[src/rtl/ff_bist_checker_lfsr_gen.sv]
// Galois LFSR (right shift) used as the stimulus source of the flop BIST.
// load has priority over step; reset and load both return to SEED.
// Only the two low bits are needed by the checker (d and active-low reset),
// so only those leave the block.
module lfsr_gen #(
    parameter int                LFSR_W = 16,
    parameter logic [LFSR_W-1:0] SEED   = LFSR_W'(16'hACE1),
    parameter logic [LFSR_W-1:0] TAPS   = LFSR_W'(16'hB400)
) (
    input  logic       clk,
    input  logic       rst,
    input  logic       load,
    input  logic       step,
    output logic [1:0] state_lo
);

    logic [LFSR_W-1:0] state;

    // Shift register: reload to SEED on reset/load, otherwise advance on step.
    always_ff @(posedge clk or posedge rst) begin
        if (rst) begin
            state <= SEED;
        end else if (load) begin
            state <= SEED;
        end else if (step) begin
            state <= (state >> 1) ^ (state[0] ? TAPS : '0);
        end
    end

    assign state_lo = state[1:0];

endmodule

[config.mk]
export PLATFORM = sky130hd
export DESIGN_NAME = lfsr_gen
export DESIGN_NICKNAME = d
export VERILOG_FILES = /design/src/rtl/ff_bist_checker_lfsr_gen.sv
export SDC_FILE = /design/constraint.sdc
export NUM_CORES = 1
export LEC_CHECK = 0
export CELL_PAD_IN_SITES_DETAIL_PLACEMENT = 1
export CELL_PAD_IN_SITES_GLOBAL_PLACEMENT = 1
export CORE_ASPECT_RATIO = 1.4
export CORE_UTILIZATION = 40
export DETAILED_ROUTE_END_ITERATION = 8
export PLACE_DENSITY = 0.68
export SLEW_MARGIN = 20
export SYNTH_ARGS = -nofsm -noshare
export SYNTH_HDL_FRONTEND = slang
export SYNTH_SLANG_ARGS = --single-unit
export TNS_END_PERCENT = 50
[constraint.sdc]
create_clock -name clk -period 1.1 [get_ports clk]
set_clock_uncertainty 0.2 [all_clocks]
set_input_delay 0.165 -clock clk [delete_from_list [all_inputs] [get_ports clk]]
set_output_delay 0.165 -clock clk [all_outputs]
set_load 0.01 [all_outputs]
# Word level (Yosys, flattened, before mapping)
# Cells that the tools add are included.
# op_classes
addsub,0
mul,0
div_mod_pow,0
n_lt_le_gt_ge,0
n_eq_ne,0
n_shift,0
mux,3
bitwise,1
n_reduce_logical,1
# op_table
cell,count
$mux W16,3
$xor A15 B16 Y16,1
$reduce_bool A2 Y1,1
# word_totals
reg_bits,16
latchBits,0
ramBits,0
rom_bits,0
in_bits,4
out_inout_bits,2
elab_cells,6
mem_count,0

# Logic depth before layout (Yosys ltp)
# Gate-level depths: netlist of the first run.
# logic_depth
ltp_word,4
mapped_depth,4
ltp_nobuf,2

# Worst setup path before layout of the first run
# Ideal clock, no wire load.
# synth_timing
kind,reg-to-reg
startpoint,reg state[0]
endpoint,reg state[12]
setup_time_ps,87
t_arrival_ps,843
required_time_ps,813
setup_slack_ps,-30
stages_incl_launch_ff,3
n_path_buf,0
synth_period_minus_slack_ps,1130
path_cell_list,dfstp_2 -> xnor2_1 -> a211oi_2
# synth_between
elab_chain_cells,4
# synth_rtl
item,line,source
from (decl),17,logic [LFSR_W-1:0] state;
from (signal assigned),26,state <= (state >> 1) ^ (state[0] ? TAPS : '0);
$mux W16,26,
$xor A15 B16 Y16,26,
$mux W16,25,end else if (step) begin
$mux W16,23,end else if (load) begin
# Every way passes these cells. The select of a mux whose other input is x is not followed.
# A chain may end at the register's enable or synchronous reset.

# Worst setup path in the final report of the first run
# layout_timing
startpoint,reg state[0]
endpoint,out state_lo[0]
# layout_lines
item,line,source
to (decl),14,output logic [1:0] state_lo
# No word-level cell between the ends.

==> flow_summary.yaml, run 1 <==
pwr:
  netSwitchingFraction_pct: 24.0
  p_per_area_nw_per_um2: 1420
  p_comb_share_pct: 13.9
  p_seq_share_pct: 53.9
  clkPwrFrac_pct: 32.2
  p_int_uw: 941
  max-vdd-ir-drop_mv: 0.784
  p_leak_nw: 0.402
  power_switching_uw: 297
floorplanning:
  die_width_um: 38.5
  initial_utilization_pct: 42.5
  core_um2: 1760
  die-height_um: 53.1
  fp-row-count: 18
  dieArea_um2: 2040
  num_io_pins: 6
worst_setup_path:
  cpPeakStageDelay_ns: 0.54
  crit_buf_inv: 1
  cp-start-kind: "flip-flop"
  cp_cell_sequence: "buf_6"
  worstPathArrival_ns: 0.93
  reg2reg_slack_ns: -0.15
  path_max_fanout: 2
  critPathCaptureType: "primary output"
  crit_type: "reg2out"
  r2r_end: "state[0]"
  critPathTopFamily: "flip-flops"
  worstPathRequired_ns: 0.73
  r2r_cells: 3
  r2r-start: "state[0]"
  slowest_stage: "dfstp_2"
yosys:
  netlist_area_um2: 746
  yosysSeqAreaShare_pct: 55.0
  yosys_warnings: 0
  avgSynthCellArea_um2: 12.6
  synth_top_area_cell: "dfstp_2"
  synth_seq_cells: 16
  syn_inst: 59
  synth_top_cell_area_share_pct: 28.2
  syn-num-nets: 63
  ys_types: 19
  synth_area_leaders: "dfstp_2, dfrtp_1, mux2i_1"
clock_network:
  cts_buffers: 3
  htree_levels: 1
  cts_sinks: 16
  clk_latency_ns: 0.30
  cts.clk_slew.worst_paths_ns: 0.09
  cts_root_buffer: "clkbuf_4"
  cts_tree: "built"
  ctsLongestPathBuffers: 2
drt:
  wirelength_mm: 1.29
  drt-pass1-iter-count: 2
  drc_errors: 0
  vias: 446
  viasPerCell: 5.07
  wire_per_inst_um: 14.7
  ant_nets: 0
  drtIter0Drc: 4
global_route:
  grt_pass1_wl_mm: 2.21
  grt_util_all_layers_pct: 17.3
  antenna_found_initial: 0
  grt_max_degree: 18
  grt_pass1_vias: 485
  overflow: 0
timing:
  max_freq_ghz: 0.769
  timing.hold.ws_ns: -0.0318
  finalCriticalPeriod_ns: 1.30
  fin_setup_tns_ns: -0.714
  setup_viol: 6
  rsz0062_at_grt: "true"
  period_share_pct: 118
  finalWorstSetupSlack_ns: -0.200
  slew-limit-headroom_pct: 82.8
  hold_viol: 8
  finalMaxSlewViolations: 0
  worst_slew_pin_slew_ns: 0.258
place:
  place.gp.congestion: 0.657
  hpwlAfterDp_um: 909
  portBuffers: 5
layout:
  regMostFlops: "state"
  largestRegisters: "state x16"
  largest_reg_flops: 16
  final_nets: 73
  fillers: 175
  drive_gt1_share_pct: 47.1
  seq_area_um2: 410
  synthToLayoutAreaGrowth_pct: 17.3
  multi_input_area_um2: 283
  num_antenna_cells: 0
status:
  violations: "negative hold slack, negative setup slack"
  status: "complete, but fails checks"
worst_hold_path:
  hold_class: "in2async"
run:
  drv_cap: 0
## cell usage after synthesis
master    instances
a211o_1           1
mux2i_1           7
and2b_2           4
buf_6             1
inv_1             1
and2b_1           1
a211oi_2          1
nor2_1            7
nor2_2            1
a21oi_1           2
a211o_2           5
buf_2             2
nor2b_1           2
xnor2_1           3
nor3_1            2
dfrtp_1           8
dfstp_2           8
buf_4             2
buf_12            1
## cell families (layout without fill, tap and decap cells)
logic type	after synthesis	after routing	synth area share, %
xor gates and xnor gates	3	3	3.52
and+or+nand+nor	17	17	13.1
muxes	7	7	9.40
DFF	16	16	55.0
buffers and inverters	7	16	8.05
AOI/OAI and AO/OA	9	9	10.9
## what timing repair did
item,CTS,global route
hold endpoints to repair,8,0
endpoints found under the setup margin,18,12
pin swaps,3,2
cloned,0,0
buffers inserted,1,0
gates resized for setup,9,2
## routing by layer
layer  part of all wire, %  track usage (%)
met5                     0                0
met4                   4.3             13.8
met3                   2.8             6.30
met2                    51             26.7
met1                    42             18.3
## tightest hold or removal path: cells and delay by family
family,cells,cell delay (ns)
buf+inv,3,0.64
## layout make-up
class                   count  area share, %
clock buffers               4           4.15
inverters                   1          0.429
multi-input cells          36           32.3
flip-flops and latches     16           46.9
well taps                  20           2.86
repair buffers             11           13.3
## power by group through the flow
| stage | combinational (mW) | clock, mW | sequential, mW |
|---|---|---|---|
| 5_1_grt | 0.190 | 0.438 | 0.673 |
| 4_1_cts | 0.174 | 0.407 | 0.668 |
| 3_3_place_gp | 0.172 | 0 | 0.675 |
| 3_5_place_dp | 0.177 | 0 | 0.678 |
| 2_1_floorplan | 0.126 | 0 | 0.674 |
| 6_report | 0.172 | 0.399 | 0.667 |
## metrics by stage
stage / std cells / power [mW] / setup WS (ns) / instance area [µm²] / util [%]
final: 88 / 1.24 / -0.200 / 875 / 49.8
after global routing: 88 / 1.30 / -0.233 / 875 / 49.8
after CTS: 89 / 1.25 / -0.231 / 875 / 49.8
after detailed placement: 84 / 0.855 / -0.577 / 842 / 47.9
after global placement: 84 / 0.847 / -0.523 / 842 / 47.9
after floorplan: 59 / 0.800 / -0.00360 / 753 / -
## cells in the final DEF (no fill, tap or decap)
master	Yosys	final
a211oi_2	1	1
dfrtp_1	8	8
nor3_1	2	2
clkbuf_8	0	1
clkdlybuf4s50_1	0	2
clkbuf_4	0	3
nor2_2	1	1
xnor2_2	0	1
mux2i_1	7	7
inv_1	1	1
a211o_2	5	5
buf_2	2	1
buf_12	1	2
buf_4	2	4
a211o_1	1	1
and2b_2	4	4
and2b_1	1	1
dfstp_2	8	8
nor2_1	7	7
buf_6	1	1
nor2b_1	2	2
clkdlybuf4s15_1	0	1
a21oi_1	2	2
xnor2_1	3	2
## worst max path at each step
stage | from | to | slack [ns] | cells past startpoint
finish | state[0] | state_lo[0] | -0.20 | 1
detailed placement | step | state[5] | -0.58 | 4
floorplan | state[0] | state[0] | -0.004 | 2
global route | state[0] | state_lo[0] | -0.23 | 1
CTS | state[0] | state_lo[0] | -0.23 | 1
global placement | step | state[10] | -0.52 | 4
Power figures use the tool's default switching activity.
==> run 2, diff against run 1 <==
--- a/config.mk
+++ b/config.mk
@@ -10,7 +10,7 @@
 export CORE_ASPECT_RATIO = 1.4
 export CORE_UTILIZATION = 40
 export DETAILED_ROUTE_END_ITERATION = 8
-export PLACE_DENSITY = 0.68
+export PLACE_DENSITY_LB_ADDON = 0.3
 export SLEW_MARGIN = 20
 export SYNTH_ARGS = -nofsm -noshare
 export SYNTH_HDL_FRONTEND = slang
==> flow_summary.yaml, run 2 (synthesis gave the netlist of run 1 again) <==
status:
  status: "complete, but fails checks"
  violations: "negative hold slack, negative setup slack"
floorplanning:
  num_io_pins: 6
  core_um2: 1760
  initial_utilization_pct: 42.5
  die_width_um: 38.5
  dieArea_um2: 2040
  fp-row-count: 18
  die-height_um: 53.1
worst_setup_path:
  cp-start-kind: "flip-flop"
  worstPathArrival_ns: 0.91
  cp.depth: 1
  r2r-start: "state[0]"
  cpPeakStageDelay_ns: 0.54
  cp_cell_sequence: "buf_6"
  critPathTopFamily: "flip-flops"
  slowest_stage: "dfstp_2"
  critPathCaptureType: "primary output"
  crit_buf_inv: 1
  worstPathRequired_ns: 0.73
  crit_start: "state[0]"
  path_max_fanout: 2
  r2r_cells: 3
  crit_type: "reg2out"
drt:
  drt-pass1-iter-count: 1
  wirelength_mm: 1.22
  drtIter0Drc: 0
  drc_errors: 0
  wire_per_inst_um: 13.7
  vias: 444
  ant_nets: 0
  viasPerCell: 4.99
clock_network:
  htree_levels: 1
  post_cts_buffers: 0
  clk_latency_ns: 0.28
  cts_buffers: 3
  ctsLongestPathBuffers: 2
  cts_root_buffer: "clkbuf_4"
  cts_tree: "built"
  cts_sinks: 16
  cts.clk_slew.worst_paths_ns: 0.09
pwr:
  p_seq_share_pct: 54.8
  power_switching_uw: 278
  p_per_area_nw_per_um2: 1380
  clkPwrFrac_pct: 31.0
  max-vdd-ir-drop_mv: 0.832
  netSwitchingFraction_pct: 22.8
  p_int_uw: 942
  p_comb_share_pct: 14.2
  p_leak_nw: 0.407
global_route:
  grt_pass1_vias: 483
  grt_max_degree: 18
  grt_pass1_wl_mm: 2.09
  overflow: 0
  grt_util_all_layers_pct: 15.2
  antenna_found_initial: 0
layout:
  stdcell_count: 89
  drive_gt1_share_pct: 47.8
  num_antenna_cells: 0
  largest_reg_flops: 16
  synthToLayoutAreaGrowth_pct: 18.3
  stdcell_area_um2: 882
  final_cell_mix: "dfstp_2, dfrtp_1, mux2i_1, nor2_1"
  regMostFlops: "state"
  final_nets: 74
  largestRegisters: "state x16"
timing:
  finalWorstSetupSlack_ns: -0.180
  setup_viol: 6
  period_share_pct: 116
  hold_viol: 8
  timing.hold.ws_ns: -0.0134
  finalCriticalPeriod_ns: 1.28
  max_freq_ghz: 0.781
  worst_slew_pin_slew_ns: 0.321
  slew-limit-headroom_pct: 78.6
  rsz0062_at_grt: "true"
  finalMaxSlewViolations: 0
place:
  hpwlAfterDp_um: 870
  dpl_cell_area_um2: 850
  place.gp.congestion: 0.676
  placed_cells: 85
  portBuffers: 5
run:
  drv_cap: 0
worst_hold_path:
  hold_class: "in2async"
[run 2: stage by stage]
stage | power, mW | utilization (%) | TNS, ns | setup WS, ns | hold slack, ns
2_1_floorplan | 0.800 | - | -0.00360 | -0.00360 | -0.127
3_3_place_gp | 0.849 | 48.4 | -8.32 | -0.522 | 0.285
3_5_place_dp | 0.856 | 48.4 | -9.12 | -0.585 | 0.289
4_1_cts | 1.24 | 50.1 | -0.739 | -0.200 | -0.0223
5_1_grt | 1.29 | 50.2 | -0.930 | -0.228 | -0.0155
6_report | 1.22 | 50.2 | -0.638 | -0.180 | -0.0134
[run 2: power groups by stage]
stage               clock network (mW)  logic [mW]  registers [mW]
floorplan                            0       0.126           0.674
finish                           0.378       0.174           0.668
CTS                              0.399       0.177           0.669
global route                     0.429       0.191           0.673
detailed placement                   0       0.177           0.678
global placement                     0       0.173           0.676
[run 2: repair_timing]
| action | in CTS | in global routing |
|---|---|---|
| cloned | 0 | 0 |
| endpoints found under the hold margin | 8 | 8 |
| pin swaps | 3 | 2 |
| endpoints found under the setup margin | 18 | 13 |
| resized for setup | 10 | 1 |
[run 2: metal layers]
layer | vias to the layer above | routed length [µm] | GRT usage (%)
met3 | 2 | 15 | 2.52
met1 | 223 | 581 | 19.7
met5 | - | 0 | 0
met4 | 0 | 10 | 10.3
li1 | 216 | - | -
met2 | 3 | 607 | 22.5
[run 2: final cells by class]
cell class              count  area (µm²)
flip-flops and latches     16         410
well taps                  20        25.0
repair buffers             12         124
inverters                   1        3.75
multi-input cells          36         283
fillers                   199         875
clock buffers               4        36.3
[run 2: worst paths after layout]
check,end,slack [ns]
max,state_lo[0],-0.18
min,state[14],-0.01
max reg2reg,state[0],-0.15
min reg2reg,state[7],0.30
max in group asynchronous,state[5],0.50
min in group clk,state[6],0.25
[run 2: tightest hold or removal path, cell delays in order]
cell and delay [ns]:
clkdlybuf4s50_1 0.39, inv_1 0.09, buf_12 0.16
